[config.mk]
export PLATFORM = sky130hd
export DESIGN_NAME = alu_serial_seq
export DESIGN_NICKNAME = d
export VERILOG_FILES = /design/src/rtl/alu_pkg.sv /design/src/rtl/alu_serial_seq_shift_reg.sv /design/src/rtl/alu_serial_seq.sv
export SDC_FILE = /design/constraint.sdc
export NUM_CORES = 1
export LEC_CHECK = 0
export ABC_AREA = 1
export BUFFER_PORTS_ARGS = -buffer_cell sky130_fd_sc_hd__buf_2
export CAP_MARGIN = 15
export CORE_MARGIN = 4
export CORE_UTILIZATION = 52
export DETAILED_ROUTE_END_ITERATION = 10
export PLACE_DENSITY = 0.78
export REMOVE_ABC_BUFFERS = 1
export SYNTH_ARGS = -nofsm -noshare
export SYNTH_HDL_FRONTEND = slang
export SYNTH_SLANG_ARGS = --single-unit
export TNS_END_PERCENT = 100
[constraint.sdc]
create_clock -name i_clk -period 1.1 [get_ports i_clk]
set_input_delay 0.33 -clock i_clk [delete_from_list [all_inputs] [get_ports i_clk]]
set_output_delay 0.33 -clock i_clk [all_outputs]
set_load 0.005 [all_outputs]
[src/rtl/alu_pkg.sv]
// Shared types for the bit-serial ALU sequencer: the op-code encoding and the FSM state encoding.
package alu_pkg;

  typedef enum logic [1:0] {
    ALU_XOR = 2'b00,
    ALU_NOR = 2'b01,
    ALU_OR  = 2'b10,
    ALU_AND = 2'b11
  } alu_op_e;

  typedef enum logic [1:0] {
    SEQ_IDLE = 2'b00,
    SEQ_RUN  = 2'b01,
    SEQ_DONE = 2'b10
  } seq_state_e;

endpackage

[src/rtl/alu_serial_seq_shift_reg.sv]
// serial_shift_reg: WIDTH-bit shift-right register.
// It has a parallel load, a shift enable and a serial input that enters at the MSB.
module serial_shift_reg #(
  parameter int unsigned WIDTH = 8
) (
  input  logic             clk_i,
  input  logic             rst_ni,
  input  logic             load_i,
  input  logic             shift_i,
  input  logic             sin_i,
  input  logic [WIDTH-1:0] par_i,
  output logic [WIDTH-1:0] q_o
);

  logic [WIDTH-1:0] q_q;
  logic [WIDTH-1:0] q_d;

  // Next value: a load takes priority over a shift.
  always_comb begin
    q_d = q_q;
    if (load_i) begin
      q_d = par_i;
    end else if (shift_i) begin
      q_d = (q_q >> 1) | (WIDTH'(sin_i) << (WIDTH - 1));
    end
  end

  // Storage register with synchronous active-low clear.
  always_ff @(posedge clk_i) begin
    if (!rst_ni) begin
      q_q <= '0;
    end else begin
      q_q <= q_d;
    end
  end

  assign q_o = q_q;

endmodule

[src/rtl/alu_serial_seq.sv]
// alu_serial_seq: bit-serial operand sequencer that drives a 1-bit ALU slice.
// Operands are streamed into the slice LSB-first, and the result bits are collected back into a word.
// Optional: define ALU_SERIAL_ZERO_FLAG_EN to add the o_zero result flag.
module alu_serial_seq
  import alu_pkg::*;
#(
  parameter int unsigned WIDTH = 8
) (
  input  logic             i_clk,
  input  logic             i_rst_n,
  input  logic             i_valid,
  output logic             o_ready,
  input  logic [WIDTH-1:0] i_a,
  input  logic [WIDTH-1:0] i_b,
  input  logic [1:0]       i_control,
  output logic             o_alu_a,
  output logic             o_alu_b,
  output logic [1:0]       o_alu_control,
  input  logic             i_alu_res,
  output logic             o_valid,
  input  logic             i_ready,
  output logic [WIDTH-1:0] o_res,
  output logic             o_busy
`ifdef ALU_SERIAL_ZERO_FLAG_EN
  ,
  output logic             o_zero
`endif
);

  localparam int unsigned CNT_W = (WIDTH > 1) ? $clog2(WIDTH) : 1;

  seq_state_e       state_q, state_d;
  logic [CNT_W-1:0] cnt_q, cnt_d;
  alu_op_e          ctl_q, ctl_d;
  logic             valid_q, valid_d;
  logic             ready_q, ready_d;
  logic             busy_q, busy_d;
  logic             load;
  logic             shift;
  logic [WIDTH-1:0] a_sh;
  logic [WIDTH-1:0] b_sh;
  logic [WIDTH-1:0] res_sh;
  logic             unused_sh;
`ifdef ALU_SERIAL_ZERO_FLAG_EN
  logic             nz_q, nz_d;
`endif

  serial_shift_reg #(.WIDTH(WIDTH)) u_a_sh (
    .clk_i   (i_clk),
    .rst_ni  (i_rst_n),
    .load_i  (load),
    .shift_i (shift),
    .sin_i   (1'b0),
    .par_i   (i_a),
    .q_o     (a_sh)
  );

  serial_shift_reg #(.WIDTH(WIDTH)) u_b_sh (
    .clk_i   (i_clk),
    .rst_ni  (i_rst_n),
    .load_i  (load),
    .shift_i (shift),
    .sin_i   (1'b0),
    .par_i   (i_b),
    .q_o     (b_sh)
  );

  serial_shift_reg #(.WIDTH(WIDTH)) u_res_sh (
    .clk_i   (i_clk),
    .rst_ni  (i_rst_n),
    .load_i  (load),
    .shift_i (shift),
    .sin_i   (i_alu_res),
    .par_i   ({WIDTH{1'b0}}),
    .q_o     (res_sh)
  );

  // Only bit 0 of each operand shifter feeds the slice. The other bits only carry data toward bit 0.
  assign unused_sh = ^{a_sh, b_sh};

  // Next-state logic: accept in IDLE, run WIDTH cycles of shifting, then hold the result in DONE.
  always_comb begin
    state_d = state_q;
    cnt_d   = cnt_q;
    ctl_d   = ctl_q;
    load    = 1'b0;
    shift   = 1'b0;
`ifdef ALU_SERIAL_ZERO_FLAG_EN
    nz_d    = nz_q;
`endif
    unique case (state_q)
      SEQ_IDLE: begin
        if (i_valid) begin
          load    = 1'b1;
          ctl_d   = alu_op_e'(i_control);
          cnt_d   = '0;
          state_d = SEQ_RUN;
`ifdef ALU_SERIAL_ZERO_FLAG_EN
          nz_d    = 1'b0;
`endif
        end
      end
      SEQ_RUN: begin
        shift = 1'b1;
`ifdef ALU_SERIAL_ZERO_FLAG_EN
        nz_d  = nz_q | i_alu_res;
`endif
        if (cnt_q == CNT_W'(WIDTH - 1)) begin
          cnt_d   = '0;
          state_d = SEQ_DONE;
        end else begin
          cnt_d = cnt_q + CNT_W'(1);
        end
      end
      SEQ_DONE: begin
        if (i_ready) begin
          state_d = SEQ_IDLE;
        end
      end
      default: begin
        state_d = SEQ_IDLE;
      end
    endcase
    ready_d = (state_d == SEQ_IDLE);
    busy_d  = (state_d == SEQ_RUN);
    valid_d = (state_d == SEQ_DONE);
  end

  // State, counter, latched op and status flags, with synchronous active-low reset.
  always_ff @(posedge i_clk) begin
    if (!i_rst_n) begin
      state_q <= SEQ_IDLE;
      cnt_q   <= '0;
      ctl_q   <= ALU_XOR;
      valid_q <= 1'b0;
      ready_q <= 1'b1;
      busy_q  <= 1'b0;
`ifdef ALU_SERIAL_ZERO_FLAG_EN
      nz_q    <= 1'b0;
`endif
    end else begin
      state_q <= state_d;
      cnt_q   <= cnt_d;
      ctl_q   <= ctl_d;
      valid_q <= valid_d;
      ready_q <= ready_d;
      busy_q  <= busy_d;
`ifdef ALU_SERIAL_ZERO_FLAG_EN
      nz_q    <= nz_d;
`endif
    end
  end

  assign o_ready       = ready_q;
  assign o_busy        = busy_q;
  assign o_valid       = valid_q;
  assign o_res         = res_sh;
  assign o_alu_control = ctl_q;
  assign o_alu_a       = busy_q & a_sh[0];
  assign o_alu_b       = busy_q & b_sh[0];
`ifdef ALU_SERIAL_ZERO_FLAG_EN
  assign o_zero        = ~nz_q;
`endif

endmodule

==> impl_summary.md <==
Global routing
Entering global routing, the biggest net connects 26 pins. The number of antenna violations at the first check in global routing is 0. The wire length of the first global-routing pass is about 6 mm. The total congestion overflow after global routing is 0.

For this run, the total global-route usage over all layers was measured as 0.186. The number of global-route vias before repair is 1424.

Yosys
For this run, the leading register cell type out of synthesis is sky130_fd_sc_hd__dfxtp_1. Of the synthesized area, sequential elements account for 0.431. Counting flops with a built-in enable in the synthesized netlist gives 0. Sorting the synthesized cells by area gives the leading types as sky130_fd_sc_hd__dfxtp_1, sky130_fd_sc_hd__nand2_1, sky130_fd_sc_hd__nor2_1, sky130_fd_sc_hd__a21oi_1, sky130_fd_sc_hd__a21oi_2.

The most area-hungry cell type in the Yosys netlist is sky130_fd_sc_hd__dfxtp_1. The number of distinct library cell variants in the gate-level netlist after synthesis is 21. The cell count after synthesis came out at 219. The synthesized area per cell is about 7.2 um^2. The proportion of synthesized flip-flops having asynchronous set or reset is 0. The share of synthesized area in the top cell type comes to 0.431. The Yosys step of the flow raised 0 warnings. The flop and latch count out of synthesis is 34. The most common cell in the synthesized netlist is sky130_fd_sc_hd__nand2_1. In the synthesized netlist, the cells that appear most often are sky130_fd_sc_hd__nand2_1, sky130_fd_sc_hd__nor2_1, sky130_fd_sc_hd__dfxtp_1. Summing every instance area after synthesis gives approximately 1600 um^2.

Layout
The number of nets in the finished design is 300. The area growth from synthesis to layout is 47.0%. The final design instance area without fill is roughly 2300 um^2. The diode insertion count for antenna repair is 0. The final instance count without filler cells is between 300 and 400. The share of cells above drive strength 1 is 0.482. The core occupancy in the finished layout is 0.820.

Critical path
The critical path is of the flip-flop to primary output type. STA classifies the critical path endpoint as a primary output. The required arrival time at the worst endpoint is between 0.7 and 0.8 ns. Counting cells, the worst reg-to-reg path comes to 6. The maximum fanout along the worst path is 3. The worst setup path is launched from a flip-flop. STA puts the critical path data arrival time at approximately 0.90 ns.

STA
The count of endpoints failing setup in the final report is 28. The worst-margin pin slew is slightly below 0.4 ns. Measured against its own limit, the worst slew margin works out to 0.744.

The total count of max-transition violations in the final report came to 0. The clock arrives with 0.0104 ns of skew. In the post-route analysis, the smallest setup slack over all paths is -0.133 ns. For the finished layout, the period the worst path requires is roughly 1.2 ns. Setup repair after global routing could not meet its margin everywhere.

The post-route clock period utilization is 1.12. Based on the critical path, the design can be clocked at up to between 0.8 and 0.9 GHz. The hold violation total from the final report is 0.

Route
The average vias per placed instance is 5.20. The total detailed-routing wirelength is about 4.4 mm. Dividing the detail-routed wire length by the instance count gives 14.3 um. The first routing iteration left 63 violations. Across all layers, the routed design uses between 1500 and 2000 vias. The antenna violation net count after detailed routing is 0. After detailed routing, the number of remaining DRC violations is 0. For this run, the detailed router's first-pass iteration total came to 4.

Pwr
The power per cell area is 1360 nW/um^2. VDD sags by at most around 1500 uV. Total power for the finished layout comes to ~3.2 mW.

The analysis attributes to cell leakage a power of 1.04 nW.

Floorplan
Measured along the x axis, the die boundary spans between 60 and 70 um. The count of pins on the block boundary is 38. The core area is around 2800 um^2. The floorplan row count is 19. The die covers ~4000 um^2. The initial core utilization is 0.558.

The vertical die dimension is 63.1 um.

Place
The cell total after placement is between 200 and 300. The count of input and output buffers is 37. The HPWL after detailed placement is 2.18 mm. Routability-driven placement finished with a final weighted congestion of ~0.76. Once placement finished, the instance area stood at 1800 um^2.

CTS
The register clock-pin slew on the reported worst setup and hold paths is 0.11 ns. The clock passes through at most 2 buffers. TritonCTS built the clock tree. TritonCTS created 5 clock buffers.

The clock insertion delay at the later pin of the skew report is 0.34 ns. The count of hold buffers inserted by post-cts repair is 0. The clock tree synthesis step divided the H-tree into 2 levels. The root buffer cell is sky130_fd_sc_hd__clkbuf_4.

The total number of clock tree sinks is 34.

Hold path
The tightest min-delay check is of the primary input to flip-flop type. Along the worst hold path, the cell count comes to 2.

Run
The tool flagged a number of max-cap violations equal to 0.

Outcome
The run finished, with violations left. The checks that failed: negative setup slack.
[final cells by class]
| cell class | instances | area, um^2 |
|---|---|---|
| Inverter | 22 | 95.1 |
| Sequential cell | 34 | 704 |
| Clock buffer | 6 | 51.3 |
| Clock inverter | 2 | 60.1 |
| Fill cell | 176 | 509 |
| Tap cell | 31 | 38.8 |
| Multi-Input combinational cell | 152 | 913 |
| Timing Repair Buffer | 60 | 457 |
[worst max-delay path, cell delays in order (launching register included)]
cell and delay (ns):
sky130_fd_sc_hd__dfxtp_2 0.37, sky130_fd_sc_hd__nand2_1 0.05, sky130_fd_sc_hd__inv_1 0.05, sky130_fd_sc_hd__buf_2 0.10
[what timing repair did]
item	in CTS	in global routing
pin swaps	2	13
resized for setup	23	56
cloned	1	3
setup buffers	6	4
endpoints found under the setup margin	28	47
[power by group]
group | leakage, nW | switching [mW] | internal [mW]
clock network | 0.0585 | 0.441 | 0.770
registers | 0.286 | 0.0474 | 1.31
logic | 0.696 | 0.332 | 0.265
[per-layer routing]
metal  up-vias  track usage  part of all wire
li1        813            -                 -
met5         -            0                 0
met2        45        0.314              0.51
met4         0       0.0744             0.020
met3        10       0.0515             0.046
met1       728        0.221              0.42
[path summary, 6_finish.rpt]
kind,from,to,slack (ns)
setup / recovery,o_busy$_SDFF_PN0_,o_alu_a,-0.13
hold / removal,i_rst_n,o_ready$_SDFF_PN1_,0.22
setup reg to reg,state_q[1]$_SDFF_PN0_,u_a_sh.q_o[5]$_SDFFE_PN0P_,-0.07
hold reg to reg,u_a_sh.q_o[7]$_SDFFE_PN0P_,u_a_sh.q_o[7]$_SDFFE_PN0P_,0.47
[through the flow]
stage | hold WS, ns | TNS [ns] | worst slack [ns]
floorplan | 0.406 | -13.09 | -0.529
finish | 0.224 | -1.09 | -0.133
detailed placement | 0.453 | -0.626 | -0.0631
CTS | 0.212 | -0.667 | -0.148
global route | 0.208 | -2.87 | -0.197
global placement | 0.452 | -0.392 | -0.0447
[sequential cells by signal, indices dropped and copies added (netlist names)]
name and cells:
o_ready 1, o_busy 1, u_res_sh.q_o 8, u_a_sh.q_o 8, cnt_q 3, u_b_sh.q_o 8
o_alu_control 2, o_valid 1, state_q 2
[cells by family after synthesis]
family,Yosys count,share of synthesized area
buffers and inverters,34,0.112
and+or+nand+nor,101,0.265
adders and majority gates,2,0.0159
DFF,34,0.431
AOI/OAI and AO/OA,48,0.176
[cells in the final DEF, fill, tap and decap left out, drive strengths merged]
cell	n
inv	20
o21ai	19
clkbuf	8
a21oi	29
ha	2
buf	58
bufinv	2
dfxtp	34
nand3	15
nand2	50
clkinv	2
nor2	37
Note: power is estimated with default switching activity, not from simulation.
